$ cat src/rtl/pipeline_ctrl_pkg.sv
// pipeline_ctrl_pkg: shared state encoding, forwarding selects and result-source codes
package pipeline_ctrl_pkg;
  typedef enum logic [1:0] {INIT, RUN, HALT, STEP} state_t;
  localparam logic [1:0] FWD_RF = 2'b00;
  localparam logic [1:0] FWD_W = 2'b01;
  localparam logic [1:0] FWD_M = 2'b10;
  localparam logic [1:0] RESULT_SRC_LOAD = 2'h1;
endpackage

$ cat src/rtl/pipeline_ctrl_if.sv
// pipeline_ctrl_if: hazard/debug signals between the datapath (master) and the controller (slave)
interface pipeline_ctrl_if #(parameter int REG_ADDR_WIDTH = 5, parameter int CNT_WIDTH = 16);
  logic [REG_ADDR_WIDTH-1:0] Rs1D, Rs2D, Rs1E, Rs2E, RdE, RdM, RdW;
  logic RegWriteM, RegWriteW;
  logic [1:0] ResultSrcE;
  logic PCSrcE, Jump2E;
  logic halt_req, step_req, resume_req;
  logic [1:0] ForwardAE, ForwardBE;
  logic StallF, StallD, FlushD, FlushE;
  logic halted, step_ack;
  logic [CNT_WIDTH-1:0] stall_count;
  modport master (
    output Rs1D, Rs2D, Rs1E, Rs2E, RdE, RdM, RdW, RegWriteM, RegWriteW, ResultSrcE,
           PCSrcE, Jump2E, halt_req, step_req, resume_req,
    input  ForwardAE, ForwardBE, StallF, StallD, FlushD, FlushE, halted, step_ack, stall_count
  );
  modport slave (
    input  Rs1D, Rs2D, Rs1E, Rs2E, RdE, RdM, RdW, RegWriteM, RegWriteW, ResultSrcE,
           PCSrcE, Jump2E, halt_req, step_req, resume_req,
    output ForwardAE, ForwardBE, StallF, StallD, FlushD, FlushE, halted, step_ack, stall_count
  );
endinterface

$ cat src/rtl/pipeline_ctrl_fwd_sel.sv
// fwd_sel: picks the ALU operand source for one Execute source index, Memory beating Writeback
module fwd_sel import pipeline_ctrl_pkg::*; #(
  parameter int W = 5
) (
  input  logic [W-1:0] rs_i,
  input  logic [W-1:0] rd_m_i,
  input  logic [W-1:0] rd_w_i,
  input  logic         we_m_i,
  input  logic         we_w_i,
  output logic [1:0]   sel_o
);
  assign sel_o = (we_m_i && rd_m_i != '0 && rd_m_i == rs_i) ? FWD_M :
                 (we_w_i && rd_w_i != '0 && rd_w_i == rs_i) ? FWD_W : FWD_RF;
endmodule

$ cat src/rtl/pipeline_ctrl.sv
// pipeline_ctrl: hazard unit (forwarding, load-use stall, redirect flush) with debug run-control FSM
module pipeline_ctrl import pipeline_ctrl_pkg::*; #(
  parameter int REG_ADDR_WIDTH = 5,
  parameter int CNT_WIDTH = 16,
  parameter int FLUSH_CYCLES = 4
) (
  input logic clk,
  input logic rst,
  pipeline_ctrl_if.slave p
);
  localparam logic [3:0] INIT_LOAD = 4'(FLUSH_CYCLES - 1);
  state_t state_q, state_d;
  logic [3:0] init_q, init_d;
  logic [CNT_WIDTH-1:0] cnt_q;
  logic halted_q, lw_stall, redirect, active, hold;
  fwd_sel #(.W(REG_ADDR_WIDTH)) u_fwd_a (
    .rs_i(p.Rs1E), .rd_m_i(p.RdM), .rd_w_i(p.RdW),
    .we_m_i(p.RegWriteM), .we_w_i(p.RegWriteW), .sel_o(p.ForwardAE)
  );
  fwd_sel #(.W(REG_ADDR_WIDTH)) u_fwd_b (
    .rs_i(p.Rs2E), .rd_m_i(p.RdM), .rd_w_i(p.RdW),
    .we_m_i(p.RegWriteM), .we_w_i(p.RegWriteW), .sel_o(p.ForwardBE)
  );
  assign lw_stall = p.ResultSrcE == RESULT_SRC_LOAD && p.RdE != '0 &&
                    (p.RdE == p.Rs1D || p.RdE == p.Rs2D);
  assign redirect = p.PCSrcE | p.Jump2E;
  assign active = state_q == RUN || state_q == STEP;
  // a redirect squashes the stalled instruction, so it overrides the load-use hold
  assign hold = lw_stall && !redirect;
  assign p.StallF = state_q == INIT || state_q == HALT || (active && hold);
  assign p.StallD = state_q == HALT || (active && hold);
  assign p.FlushD = state_q == INIT || (active && redirect);
  assign p.FlushE = state_q == INIT || state_q == HALT || (active && (lw_stall || redirect));
  assign p.step_ack = state_q == STEP && !hold;
  assign p.halted = halted_q;
  assign p.stall_count = cnt_q;
  always_comb begin
    state_d = state_q == INIT ? (init_q == '0 ? RUN : INIT) :
              state_q == RUN  ? (p.halt_req ? HALT : RUN) :
              state_q == HALT ? (p.resume_req ? RUN : p.step_req ? STEP : HALT) :
              (hold ? STEP : HALT);
    init_d = (state_q == INIT && init_q != '0) ? init_q - 4'd1 : init_q;
  end
  always_ff @(posedge clk or posedge rst) begin
    if (rst) begin
      state_q  <= INIT;
      init_q   <= INIT_LOAD;
      cnt_q    <= '0;
      halted_q <= 1'b0;
    end else begin
      state_q  <= state_d;
      init_q   <= init_d;
      halted_q <= state_d == HALT;
      if (active && hold && cnt_q != '1) cnt_q <= cnt_q + 1'b1;
    end
  end
endmodule

$ cat src/flat_wrapper.sv
// flat-port wrapper written by rule: the top's interface ports become plain ports
module pipeline_ctrl_flat import pipeline_ctrl_pkg::*;
#(
  parameter int REG_ADDR_WIDTH = 5,
  parameter int CNT_WIDTH = 16,
  parameter int FLUSH_CYCLES = 4
)
  (clk, rst, p_Rs1D, p_Rs2D, p_Rs1E, p_Rs2E, p_RdE, p_RdM, p_RdW, p_RegWriteM, p_RegWriteW, p_ResultSrcE, p_PCSrcE, p_Jump2E, p_halt_req, p_step_req, p_resume_req, p_ForwardAE, p_ForwardBE, p_StallF, p_StallD, p_FlushD, p_FlushE, p_halted, p_step_ack, p_stall_count);
  pipeline_ctrl_if #(.REG_ADDR_WIDTH(REG_ADDR_WIDTH), .CNT_WIDTH(CNT_WIDTH)) p_i ();
  input logic clk;
  input logic rst;
  input wire logic [$bits(p_i.Rs1D)-1:0] p_Rs1D;
  input wire logic [$bits(p_i.Rs2D)-1:0] p_Rs2D;
  input wire logic [$bits(p_i.Rs1E)-1:0] p_Rs1E;
  input wire logic [$bits(p_i.Rs2E)-1:0] p_Rs2E;
  input wire logic [$bits(p_i.RdE)-1:0] p_RdE;
  input wire logic [$bits(p_i.RdM)-1:0] p_RdM;
  input wire logic [$bits(p_i.RdW)-1:0] p_RdW;
  input wire logic [$bits(p_i.RegWriteM)-1:0] p_RegWriteM;
  input wire logic [$bits(p_i.RegWriteW)-1:0] p_RegWriteW;
  input wire logic [$bits(p_i.ResultSrcE)-1:0] p_ResultSrcE;
  input wire logic [$bits(p_i.PCSrcE)-1:0] p_PCSrcE;
  input wire logic [$bits(p_i.Jump2E)-1:0] p_Jump2E;
  input wire logic [$bits(p_i.halt_req)-1:0] p_halt_req;
  input wire logic [$bits(p_i.step_req)-1:0] p_step_req;
  input wire logic [$bits(p_i.resume_req)-1:0] p_resume_req;
  output wire logic [$bits(p_i.ForwardAE)-1:0] p_ForwardAE;
  output wire logic [$bits(p_i.ForwardBE)-1:0] p_ForwardBE;
  output wire logic [$bits(p_i.StallF)-1:0] p_StallF;
  output wire logic [$bits(p_i.StallD)-1:0] p_StallD;
  output wire logic [$bits(p_i.FlushD)-1:0] p_FlushD;
  output wire logic [$bits(p_i.FlushE)-1:0] p_FlushE;
  output wire logic [$bits(p_i.halted)-1:0] p_halted;
  output wire logic [$bits(p_i.step_ack)-1:0] p_step_ack;
  output wire logic [$bits(p_i.stall_count)-1:0] p_stall_count;
  assign p_i.Rs1D = p_Rs1D;
  assign p_i.Rs2D = p_Rs2D;
  assign p_i.Rs1E = p_Rs1E;
  assign p_i.Rs2E = p_Rs2E;
  assign p_i.RdE = p_RdE;
  assign p_i.RdM = p_RdM;
  assign p_i.RdW = p_RdW;
  assign p_i.RegWriteM = p_RegWriteM;
  assign p_i.RegWriteW = p_RegWriteW;
  assign p_i.ResultSrcE = p_ResultSrcE;
  assign p_i.PCSrcE = p_PCSrcE;
  assign p_i.Jump2E = p_Jump2E;
  assign p_i.halt_req = p_halt_req;
  assign p_i.step_req = p_step_req;
  assign p_i.resume_req = p_resume_req;
  assign p_ForwardAE = p_i.ForwardAE;
  assign p_ForwardBE = p_i.ForwardBE;
  assign p_StallF = p_i.StallF;
  assign p_StallD = p_i.StallD;
  assign p_FlushD = p_i.FlushD;
  assign p_FlushE = p_i.FlushE;
  assign p_halted = p_i.halted;
  assign p_step_ack = p_i.step_ack;
  assign p_stall_count = p_i.stall_count;
  pipeline_ctrl #(.REG_ADDR_WIDTH(REG_ADDR_WIDTH), .CNT_WIDTH(CNT_WIDTH), .FLUSH_CYCLES(FLUSH_CYCLES)) u_core (.clk(clk), .rst(rst), .p(p_i));
endmodule
$ cat config.mk
export PLATFORM = sky130hd
export DESIGN_NAME = pipeline_ctrl_flat
export DESIGN_NICKNAME = d
export VERILOG_FILES = /design/src/rtl/pipeline_ctrl_pkg.sv /design/src/rtl/pipeline_ctrl_if.sv /design/src/rtl/pipeline_ctrl_fwd_sel.sv /design/src/rtl/pipeline_ctrl.sv /design/src/flat_wrapper.sv
export SDC_FILE = /design/constraint.sdc
export NUM_CORES = 1
export LEC_CHECK = 0
export CAP_MARGIN = 5
export CORE_MARGIN = 5
export CORE_UTILIZATION = 38
export DETAILED_ROUTE_END_ITERATION = 6
export PLACE_DENSITY = 0.77
export SLEW_MARGIN = 30
export SYNTH_ARGS = -nofsm -noshare
export SYNTH_HDL_FRONTEND = slang
export SYNTH_SLANG_ARGS = --single-unit
export TNS_END_PERCENT = 5
$ cat constraint.sdc
create_clock -name clk -period 2 [get_ports clk]
set_input_delay 0.4 -clock clk [delete_from_list [all_inputs] [get_ports clk]]
set_output_delay 0.4 -clock clk [all_outputs]
set_load 0.05 [all_outputs]
# == Yosys cells after proc, flatten, opt, wreduce, memory -nomap -nowiden ==
# Cells that the tools add are included.
# W data, S select, Z words.
# word_totals
word_cells,62
out_inout_bits,26
register_bits,23
inputBits,46
# classes
n_bitwise,1
muxes,12
n_addsub,2
n_reduce_logical,31
eq_ne,12
# op_table
operator,count
$eq A5 B5 Y1,6
$add A16 B1 Y16 const B,1
$ne A16 B16 Y1 const B,1
$logic_and A1 B1 Y1,15
$reduce_bool A5 Y1,3
$mux W2,7
$logic_or A1 B1 Y1,8
$eq A2 B2 Y1 const B,3
$mux W1,5
$eq A2 B1 Y1 const B,2
$logic_not A4 Y1,1
$reduce_bool A4 Y1,1
$sub A4 B1 Y4 const B,1
$logic_not A1 Y1,2
$logic_not A2 Y1,1
$or A1 B1 Y1,1

# == Longest topological paths before layout ==
# Gate-level depths: netlist of run 1.
# logic_depth
ltp_word,9
ltp_mapped,6
mapped_depth_nobuf,6

# == Cells and area by module ==
# From an unflattened synthesis of run 1, not the netlist that was laid out.
# unflattened
cells_unflattened,178
hier_area_um2,1641.6
# modules_own_cells
mod,area_each_um2,instances,seq_area_each_um2,cells_each
pipeline_ctrl,1338.8,1,578.1,138
fwd_sel,151.4,2,0.0,20

# == Least setup slack after synthesis of run 1 ==
# Ideal clock, no wire load.
# synth_timing
kind,input to output
start,input port p_RdM[0]
end,output port p_ForwardAE[0]
required_time_ns,1.600
setup_slack_ns,-1.377
n_path_buf,0
stages,4
arrival_time_ns,2.977
path_cell_list,or4_1 -> o21ai_0 -> nor4_1 -> nor4_1
# synth_between
elab_chain_cells,4
elab_cells_between_ends,5
cone_classes,eq/ne (1); mux (1); reduce/logical (3)
# synth_rtl
element,line,text
start: declaration,flat_wrapper.sv:17,input wire logic [$bits(p_i.RdM)-1:0] p_RdM;
$reduce_bool A5 Y1,pipeline_ctrl_fwd_sel.sv:12,assign sel_o = (we_m_i && rd_m_i != '0 && rd_m_i == rs_i) ? FWD_M :
$logic_and A1 B1 Y1,pipeline_ctrl_fwd_sel.sv:12,
$logic_and A1 B1 Y1 (*),pipeline_ctrl_fwd_sel.sv:12,
$mux W2 (*),pipeline_ctrl_fwd_sel.sv:12,
end: declaration,flat_wrapper.sv:27,output wire logic [$bits(p_i.ForwardAE)-1:0] p_ForwardAE;
# Mark *: on every way between the ends. The rest lies on a longest branch, timed or not.

# == Worst setup path after layout of run 1 ==
# layout_timing
start,input port p_RdW[3]
end,output port p_ForwardBE[0]
# layout_between
elab_chain_cells,5
elab_cells_between_ends,6
cone_classes,eq/ne (1); mux (2); reduce/logical (3)
# layout_rtl
element,line,text
start: declaration,flat_wrapper.sv:18,input wire logic [$bits(p_i.RdW)-1:0] p_RdW;
$reduce_bool A5 Y1,pipeline_ctrl_fwd_sel.sv:13,(we_w_i && rd_w_i != '0 && rd_w_i == rs_i) ? FWD_W : FWD_RF;
$logic_and A1 B1 Y1,pipeline_ctrl_fwd_sel.sv:13,
$logic_and A1 B1 Y1 (*),pipeline_ctrl_fwd_sel.sv:13,
$mux W1 (*),pipeline_ctrl_fwd_sel.sv:13,
$mux W2 (*),pipeline_ctrl_fwd_sel.sv:12,
end: declaration,flat_wrapper.sv:28,output wire logic [$bits(p_i.ForwardBE)-1:0] p_ForwardBE;
# Marked as above.

==> results of run 1 <==
## state kept, by name (all words and copies together) (netlist names)
signal and flops:
u_core.init_q 4, u_core.state_q 2, u_core.p.stall_count 16, u_core.p.halted 1
## final cells by class
| type | count | area share |
|---|---|---|
| Timing Repair Buffer | 105 | 0.336 |
| Inverter | 6 | 0.00786 |
| Clock inverter | 1 | 0.00175 |
| Multi-Input combinational cell | 134 | 0.417 |
| Clock buffer | 3 | 0.0144 |
| Sequential cell | 23 | 0.202 |
| Tap cell | 50 | 0.0218 |
## per-layer routing
metal / global-route usage / routed length [µm] / part of all wire / vias to the layer above
met5: 0 / 0 / 0 / -
met4: 0.0375 / 53 / 0.010 / 0
met3: 0.0257 / 321 / 0.063 / 6
met2: 0.347 / 2580 / 0.51 / 69
met1: 0.228 / 2120 / 0.42 / 750
li1: - / - / - / 801
## power groups by stage
stage / clock, mW / sequential (mW) / combinational, mW
3_5_place_dp: 0 / 0.537 / 0.888
3_3_place_gp: 0 / 0.536 / 0.880
6_report: 0.290 / 0.529 / 0.933
4_1_cts: 0.291 / 0.528 / 0.930
5_1_grt: 0.308 / 0.535 / 0.989
2_1_floorplan: 0 / 0.586 / 0.443
## cell usage in the layout, fill, tap and decap left out, drive strengths merged, types with 5 or more instances in the layout
master | netlist | routed
clkdlybuf4s50 | 0 | 17
or4 | 5 | 5
nor3 | 5 | 5
xnor2 | 32 | 32
nand4 | 8 | 8
nand3 | 13 | 13
nand2 | 12 | 12
o21ai | 6 | 6
xor2 | 15 | 15
nor4 | 6 | 6
buf | 1 | 71
dlygate4sd2 | 0 | 10
inv | 6 | 6
dfrtp | 21 | 21
clkbuf | 1 | 5
## path summary, 6_finish.rpt
kind | end | slack, ns
max | p_ForwardBE[0] | -0.24
min | u_core.state_q[0] | 0.47
max reg2reg | u_core.init_q[3] | 0.16
min reg2reg | u_core.init_q[0] | 0.50
max in group asynchronous | u_core.init_q[0] | 1.24
min in group clk | u_core.init_q[0] | 0.50
## cell families (layout without fill, tap and decap cells)
kind of cell / Yosys count / after routing / synth area share
buffers and inverters: 8 / 115 / 0.0205
DFF: 23 / 23 / 0.365
xor gates and xnor gates: 47 / 47 / 0.260
and+or+nand+nor: 70 / 70 / 0.266
AOI/OAI and AO/OA: 13 / 13 / 0.0600
adders and majority gates: 2 / 2 / 0.0158
muxes: 2 / 2 / 0.0134
## worst min-delay path, delay by kind of cell
kind / cells / cell delay (ns)
buffers and inverters: 3 / 0.73
## repair_timing
| action | in CTS | in global routing |
|---|---|---|
| endpoints found under the hold margin | 0 | 0 |
| resized for setup | 136 | 16 |
| setup endpoints to repair | 23 | 8 |
| gates cloned | 0 | 0 |
| pin swaps | 28 | 7 |
| hold buffers | 0 | 0 |
| setup buffers | 1 | 1 |
## stage by stage
step,worst slack [ns],std cells,hold WS (ns),instance area (µm²),utilization
floorplan,-0.242,165,0.400,1670,-
CTS,-0.233,321,0.483,2840,0.705
global placement,-0.757,316,0.486,2690,0.666
detailed placement,-0.802,316,0.489,2690,0.666
finish,-0.236,322,0.470,2860,0.711
global route,-0.268,322,0.508,2860,0.711
==> flow_metrics.env, run 1 <==
export IMPL_relSlewSlack=0.661
export IMPL_fillers=312
export IMPL_synthesis_nets=213
export IMPL_cts_made_buffers=3
export IMPL_wl_um=5080
export IMPL_syn_to_final_growth_pct=80.7
export IMPL_clock_latency_ns=0.27
export IMPL_die_area_um2=5560
export IMPL_synth_seq_cells=23
export IMPL_yosysTopAreaCell="dfrtp_1"
export IMPL_seq_area_um2=578
export IMPL_dieHeight_um=74.6
export IMPL_critical_path_top_delay_family="simple AND/OR/NAND/NOR gates"
export IMPL_clk_pin_slew_ns=0.09
export IMPL_synthFlopType="dfrtp_1"
export IMPL_max_cap_violations=0
export IMPL_fmax_mhz=447
export IMPL_synthTopCellsByArea="dfrtp_1 (33%), xnor2_1 (18%), xor2_1 (8.3%)"
export IMPL_fin_worst_skew_ns=0.00859
export IMPL_setup_violations_final=8
export IMPL_cp_slowest_cell="or4_4"
export IMPL_p_leak_nw=1.27
export IMPL_cts_max_level=1
export IMPL_fin_ws_ns=-0.236
export IMPL_synth_area_um2=1590
export IMPL_drt_iter0_markers=49
export IMPL_synth_common_cells="xnor2_1 (32), dfrtp_1 (21), xor2_1 (15), nand3_1 (13), nand2_1 (12)"
export IMPL_dp_hpwl_um=3970
export IMPL_syn_avg_cell_area_um2=9.61
export IMPL_hold_class="in -> async"
export IMPL_antenna_found_initial=0
export IMPL_critical_path_max_stage_delay_ns=0.56
export IMPL_status="complete, but fails checks"
export IMPL_critPathLaunchType="primary input"
export IMPL_clock_sinks=23
export IMPL_synth_edf_count=0
export IMPL_switching_share=0.392
export IMPL_crit_path_end_kind="output port"
export IMPL_clockBufferDepth=2
export IMPL_maxSlewViolCount=0
export IMPL_drt_wirelength_per_cell_um=15.8
export IMPL_coreArea_um2=4030
export IMPL_ys_seq_area_frac=0.365
export IMPL_comb_power_share=0.532
export IMPL_cts_root_buf="clkbuf_8"
export IMPL_drt_pass1_iterations=4
export IMPL_rsz0062_at_grt="true"
export IMPL_timing_setup_tns_ns=-1.22
export IMPL_overflow=0
export IMPL_path_buf_inv=3
export IMPL_post_route_drc_count=0
export IMPL_hold_violations=0
export IMPL_drtAntennaViolNets=0
export IMPL_numPortBuffers=71
export IMPL_crit_required_ns=1.60
export IMPL_worst_pin_slew_ns=0.507
export IMPL_path_cells="clkdlybuf4s15_1 -> buf_6 -> xor2_1 -> or4_4 -> nor4_4 -> buf_12"
export IMPL_synthArstFlopShare=1.00
export IMPL_layout_drive_gt1_share=0.419
export IMPL_layout_nets=321
export IMPL_rr_startpoint="u_core.init_q[0]"
export IMPL_crit_path_start="p_RdW[3]"
export IMPL_pwr_share_clk=0.166
export IMPL_critPathKind="in -> out"
export IMPL_cts_tree="built"
export IMPL_initial_core_util=0.393
export IMPL_grt_usage=0.187
export IMPL_multi_input_area_um2=1190
export IMPL_fin_crit_sh=1.12
export IMPL_routed_via_count=1626
export IMPL_seqPwrFrac=0.302
export IMPL_synthMostInstantiatedCell="xnor2_1"
export IMPL_irDropWorstVdd_mv=0.366
export IMPL_synth_cell_types=35
export IMPL_grt_pass1_wl_um=8010
export IMPL_gp_congestion=0.908
export IMPL_viasPerCell=5.05
export IMPL_grt_start_max_net_pins=24
export IMPL_yosysWarnings=0
export IMPL_power_mw=1.75
export IMPL_intPower_mw=1.06
export IMPL_ff2ff_path_depth=6
export IMPL_yosys_area_top_type_share=0.331
export IMPL_row_count=23
export IMPL_syn_inst=165
export IMPL_p_switching_mw=0.687
export IMPL_n_antenna_cell=0
export IMPL_fp_dieW_um=74.6
export IMPL_first_global_vias=1714
export IMPL_violations="setup timing"
export IMPL_io_pins=72
export IMPL_p_per_area_nw_per_um2=612
export IMPL_cp_max_fo=2
export IMPL_cp_depth=6
export IMPL_critical_path_arrival_ns=1.84
export IMPL_finalCriticalPeriod_ns=2.24
Power figures use the tool's default switching activity.
==> inputs of run 2 (changes only) <==
- REMOVE_ABC_BUFFERS: not set -> 1
- SKIP_LAST_GASP: not set -> 1
==> run 2 against run 1 <==
  * The flow still finishes with violations (setup timing)
  * Register-to-register slack barely moved
  * Non-clock buffer count rose by 1
  * Critical path depth rose by 1
==> flow_metrics.env, run 2 (synthesis gave the netlist of run 1 again) <==
export IMPL_status="complete, but fails checks"
export IMPL_violations="setup timing"
export IMPL_r2r_end="u_core.init_q[3]"
export IMPL_drt_wirelength_per_cell_um=14.4
export IMPL_cts_tree="built"
export IMPL_fin_ws_ns=-0.267
export IMPL_switching_share=0.390
export IMPL_crit_required_ns=1.60
export IMPL_relSlewSlack=0.664
export IMPL_critPathLaunchType="primary input"
export IMPL_drt_pass1_iterations=4
export IMPL_clock_latency_ns=0.27
export IMPL_fmax_mhz=441
export IMPL_fp_dieW_um=74.6
export IMPL_numPortBuffers=71
export IMPL_final_cell_mix="buf_4 (47), xnor2_1 (30), dfrtp_1 (21)"
export IMPL_postCtsHoldBufs=0
export IMPL_cp_max_fo=2
export IMPL_coreArea_um2=4030
export IMPL_clock_sinks=23
export IMPL_rr_startpoint="u_core.init_q[0]"
export IMPL_clk_pin_slew_ns=0.08
export IMPL_layout_drive_gt1_share=0.381
export IMPL_maxSlewViolCount=0
export IMPL_viasPerCell=4.98
export IMPL_syn_to_final_growth_pct=70.9
export IMPL_fin_crit_sh=1.13
export IMPL_crit_path_end_kind="output port"
export IMPL_critical_path_arrival_ns=1.87
export IMPL_row_count=23
export IMPL_hold_class="in -> async"
export IMPL_irDropWorstVdd_mv=0.405
export IMPL_grt_usage=0.174
export IMPL_post_route_util=0.672
export IMPL_initial_core_util=0.393
export IMPL_drt_iter0_markers=45
export IMPL_die_area_um2=5560
export IMPL_largest_reg_flops=16
export IMPL_intPower_mw=1.04
export IMPL_antenna_found_initial=0
export IMPL_finalCriticalPeriod_ns=2.27
export IMPL_power_mw=1.71
export IMPL_cts_max_level=1
export IMPL_dp_hpwl_um=3680
export IMPL_wl_um=4640
export IMPL_critPathKind="in -> out"
export IMPL_gp_congestion=0.887
export IMPL_max_cap_violations=0
export IMPL_grt_start_max_net_pins=24
export IMPL_seqPwrFrac=0.322
export IMPL_post_route_drc_count=0
export IMPL_overflow=0
export IMPL_comb_power_share=0.502
export IMPL_crit_path_start="p_RdW[3]"
export IMPL_p_per_area_nw_per_um2=630
export IMPL_io_pins=72
export IMPL_ff2ff_path_depth=6
export IMPL_pwr_share_clk=0.176
export IMPL_rrSetupSlack_ns=0.17
export IMPL_worst_pin_slew_ns=0.503
export IMPL_routed_via_count=1607
export IMPL_final_common_cell="buf_4"
export IMPL_grt_pass1_wl_um=7380
export IMPL_cts_made_buffers=3
export IMPL_p_switching_mw=0.665
export IMPL_setup_violations_final=9
export IMPL_first_global_vias=1665
export IMPL_fin_worst_skew_ns=0.00256
export IMPL_holdWs_ns=0.477
export IMPL_layout_nets=322
export IMPL_hold_violations=0
export IMPL_drtAntennaViolNets=0
export IMPL_dieHeight_um=74.6
export IMPL_cts_root_buf="clkbuf_8"
export IMPL_rsz0062_at_grt="true"
export IMPL_p_leak_nw=1.19
export IMPL_n_antenna_cell=0
export IMPL_clockBufferDepth=2
-- run 2: worst max path at each step --
| stage | endpoint | slack, ns | cells past startpoint |
|---|---|---|---|
| 2_1_floorplan | p_ForwardAE[0] | -1.38 | 4 |
| 4_1_cts | p_ForwardAE[0] | -0.26 | 7 |
| 3_5_place_dp | p_StallD | -0.78 | 7 |
| 3_3_place_gp | p_StallD | -0.72 | 7 |
| 5_1_grt | p_ForwardAE[0] | -0.30 | 7 |
| 6_report | p_ForwardBE[0] | -0.27 | 7 |
-- run 2: worst max-delay path: stages --
cell and delay, ns:
buf_6 0.10, buf_6 0.10, xor2_1 0.15, or4_1 0.53
nor4_1 0.29, buf_4 0.17, buf_12 0.13
-- run 2: per-layer routing --
layer / up-vias / wire length (µm) / GRT usage
met3: 8 / 281 / 0.0405
met5: - / 0 / 0
met1: 750 / 1930 / 0.205
li1: 806 / - / -
met2: 43 / 2340 / 0.310
met4: 0 / 96 / 0.0534
-- run 2: repair_timing --
action                                  4_1_cts  5_1_grt
pin swaps                                    25        8
setup buffers                                 3        1
resized for setup                           123        7
endpoints found under the setup margin       27       10
-- run 2: power by group through the flow --
stage	clock network, mW	logic, mW	registers (mW)
5_1_grt	0.326	0.904	0.556
6_report	0.301	0.856	0.549
2_1_floorplan	0	0.371	0.600
3_3_place_gp	0	0.788	0.554
4_1_cts	0.309	0.851	0.550
3_5_place_dp	0	0.799	0.553
-- run 2: stage by stage --
step / std cells / TNS (ns) / instance area (µm²) / worst slack (ns)
3_3_place_gp: 315 / -12.03 / 2580 / -0.717
2_1_floorplan: 163 / -5.49 / 1580 / -1.38
6_report: 323 / -1.71 / 2710 / -0.267
3_5_place_dp: 315 / -12.07 / 2580 / -0.776
4_1_cts: 322 / -1.89 / 2670 / -0.265
5_1_grt: 323 / -2.26 / 2710 / -0.305
-- run 2: cell type report --
cell class / instances / area, µm²
clock buffers: 4 / 45.0
well taps: 50 / 62.6
flip-flops and latches: 23 / 578
repair buffers: 106 / 915
fillers: 328 / 1320
multi-input cells: 134 / 1090
inverters: 6 / 22.5
==> inputs of run 3 (changes only) <==
- ABC_CLOCK_PERIOD_IN_PS: not set -> 2100
- CORE_UTILIZATION: 38 -> 42
- PLACE_DENSITY: 0.77 -> 0.81
- clock period: 2 -> 2.1 ns (I/O delays scaled with it)
==> run 3 against run 2 <==
  * The run still ends with setup timing left
  * Clock skew hardly changed
  * Hold slack better by 0.015 ns
  * Critical path depth stayed put
  * First-iteration DRC count stayed put
  * Clock power is 8.3% lower
  * Flip-flop and latch count stayed put
  * Global-route usage is 1.2 points higher
  * Cell count is 0.62% lower
  * Routed wire length is 1.1% higher
  * Register-to-register slack worse by 0.06 ns
  * Count of clock-buffer cells in the layout stayed put
  * Die area is 8.3% lower
  * Critical path type unchanged
  * Critical endpoint is now p_ForwardAE[0]
==> flow_metrics.env, run 3 (synthesis gave the netlist of run 1 again) <==
export IMPL_status="complete, but fails checks"
export IMPL_violations="setup timing"
export IMPL_max_cap_violations=0
export IMPL_drt_wirelength_per_cell_um=14.6
export IMPL_fin_crit_sh=1.12
export IMPL_grt_usage=0.186
export IMPL_critical_path_arrival_ns=1.94
export IMPL_clock_sinks=23
export IMPL_drt_iter0_markers=45
export IMPL_syn_to_final_growth_pct=71.3
export IMPL_wl_um=4700
export IMPL_cts_made_buffers=3
export IMPL_p_leak_nw=1.18
export IMPL_setup_violations_final=8
export IMPL_path_buf_inv=4
export IMPL_clockBufferDepth=2
export IMPL_switching_share=0.392
export IMPL_antenna_found_initial=0
export IMPL_maxSlewViolCount=0
export IMPL_layout_nets=322
export IMPL_post_route_drc_count=0
export IMPL_routed_via_count=1630
export IMPL_grt_start_max_net_pins=24
export IMPL_comb_power_share=0.507
export IMPL_fmax_mhz=424
export IMPL_fin_worst_skew_ns=0.00213
export IMPL_initial_core_util=0.433
export IMPL_final_cell_mix="buf_4 (36), xnor2_1 (29), clkdlybuf4s50_1 (28)"
export IMPL_coreArea_um2=3660
export IMPL_relSlewSlack=0.658
export IMPL_holdWs_ns=0.492
export IMPL_overflow=0
export IMPL_crit_path_end_kind="output port"
export IMPL_first_global_vias=1674
export IMPL_p_per_area_nw_per_um2=599
export IMPL_irDropWorstVdd_mv=0.313
export IMPL_largest_reg_flops=16
export IMPL_p_switching_mw=0.637
export IMPL_worst_pin_slew_ns=0.512
export IMPL_numPortBuffers=71
export IMPL_cts_tree="built"
export IMPL_io_pins=72
export IMPL_fp_dieW_um=71.4
export IMPL_cp_max_fo=2
export IMPL_cts_max_level=1
export IMPL_seqPwrFrac=0.323
export IMPL_clock_latency_ns=0.27
export IMPL_crit_required_ns=1.68
export IMPL_intPower_mw=0.989
export IMPL_drt_pass1_iterations=4
export IMPL_final_common_cell="buf_4"
export IMPL_cpMostUsedCell="buf_6"
export IMPL_dieHeight_um=71.4
export IMPL_path_cells="buf_6 -> buf_6 -> xor2_1 -> or4_1 -> nor4_2 -> buf_4 -> buf_12"
export IMPL_cts_root_buf="clkbuf_8"
export IMPL_clk_pin_slew_ns=0.08
export IMPL_drtAntennaViolNets=0
export IMPL_critPathKind="in -> out"
export IMPL_critical_path_max_stage_delay_ns=0.57
export IMPL_row_count=22
export IMPL_rsz0062_at_grt="true"
export IMPL_die_area_um2=5100
export IMPL_dp_hpwl_um=3590
export IMPL_fin_ws_ns=-0.259
export IMPL_layout_drive_gt1_share=0.348
export IMPL_pre_cts_ws_ns=-0.695
export IMPL_finalCriticalPeriod_ns=2.36
export IMPL_hold_class="in -> async"
export IMPL_pwr_share_clk=0.170
export IMPL_grt_pass1_wl_um=7650
export IMPL_gp_congestion=0.881
export IMPL_cp_slowest_cell="or4_1"
export IMPL_critPathLaunchType="primary input"
export IMPL_timing_setup_tns_ns=-1.40
export IMPL_n_antenna_cell=0
export IMPL_viasPerCell=5.08
export IMPL_critical_path_top_delay_family="simple AND/OR/NAND/NOR gates"
export IMPL_hold_violations=0
run 3: cell count changes in the layout (fill, tap and decap cells not counted), sizes merged:
cell           change
dlygate4sd2        -1
clkdlybuf4s15      -3
dlymetal6s2s       +1
clkdlybuf4s50     +10
buf                -7
run 3: tightest hold or removal path: stages:
cell             delay [ns]
clkdlybuf4s50_1        0.39
inv_1                  0.05
buf_4                  0.30
run 3: cell type report:
type / count / area (µm²)
clock buffers: 4 / 45.0
fillers: 255 / 946
inverters: 6 / 22.5
multi-input cells: 134 / 1100
flip-flops and latches: 23 / 578
well taps: 48 / 60.1
repair buffers: 106 / 910
run 3: power by group through the flow:
| stage | clock network [mW] | registers [mW] | logic (mW) |
|---|---|---|---|
| after global placement | 0 | 0.525 | 0.758 |
| after detailed placement | 0 | 0.526 | 0.767 |
| after floorplan | 0 | 0.572 | 0.353 |
| after global routing | 0.297 | 0.535 | 0.867 |
| final | 0.276 | 0.525 | 0.825 |
| after CTS | 0.284 | 0.524 | 0.817 |
run 3: through the flow:
stage	power [mW]	std cells	cell area, µm²	utilization
6_report	1.63	321	2720	0.742
5_1_grt	1.70	321	2720	0.742
4_1_cts	1.63	320	2680	0.733
3_5_place_dp	1.29	312	2600	0.710
3_3_place_gp	1.28	312	2600	0.710
2_1_floorplan	0.925	163	1580	-
run 3: worst paths after layout:
| check | start | to | slack [ns] | cells after the start |
|---|---|---|---|---|
| worst max-delay path | p_RdW[2] | p_ForwardAE[0] | -0.26 | 7 |
| worst min-delay path | rst | u_core.p.stall_count[0] | 0.49 | 3 |
| worst max register to register | u_core.p.stall_count[1] | u_core.p.stall_count[6] | 0.11 | 6 |
| worst min register to register | u_core.init_q[3] | u_core.init_q[3] | 0.50 | 1 |
| max in group asynchronous | rst | u_core.init_q[1] | 1.32 | 3 |
| min in group clk | u_core.init_q[3] | u_core.init_q[3] | 0.50 | 1 |
run 3: repair_timing:
item	4_1_cts	5_1_grt
pin swaps	24	5
gates resized for setup	126	8
hold endpoints to repair	0	0
buffers inserted	4	1
hold buffers	0	0
setup endpoints to repair	17	9
run 3: layer usage:
metal	global-route usage	vias to the layer above	share of wire
li1	-	807	-
met2	0.312	58	0.49
met3	0.0575	6	0.069
met5	0	-	0
met4	0.0438	0	0.011
met1	0.232	759	0.42
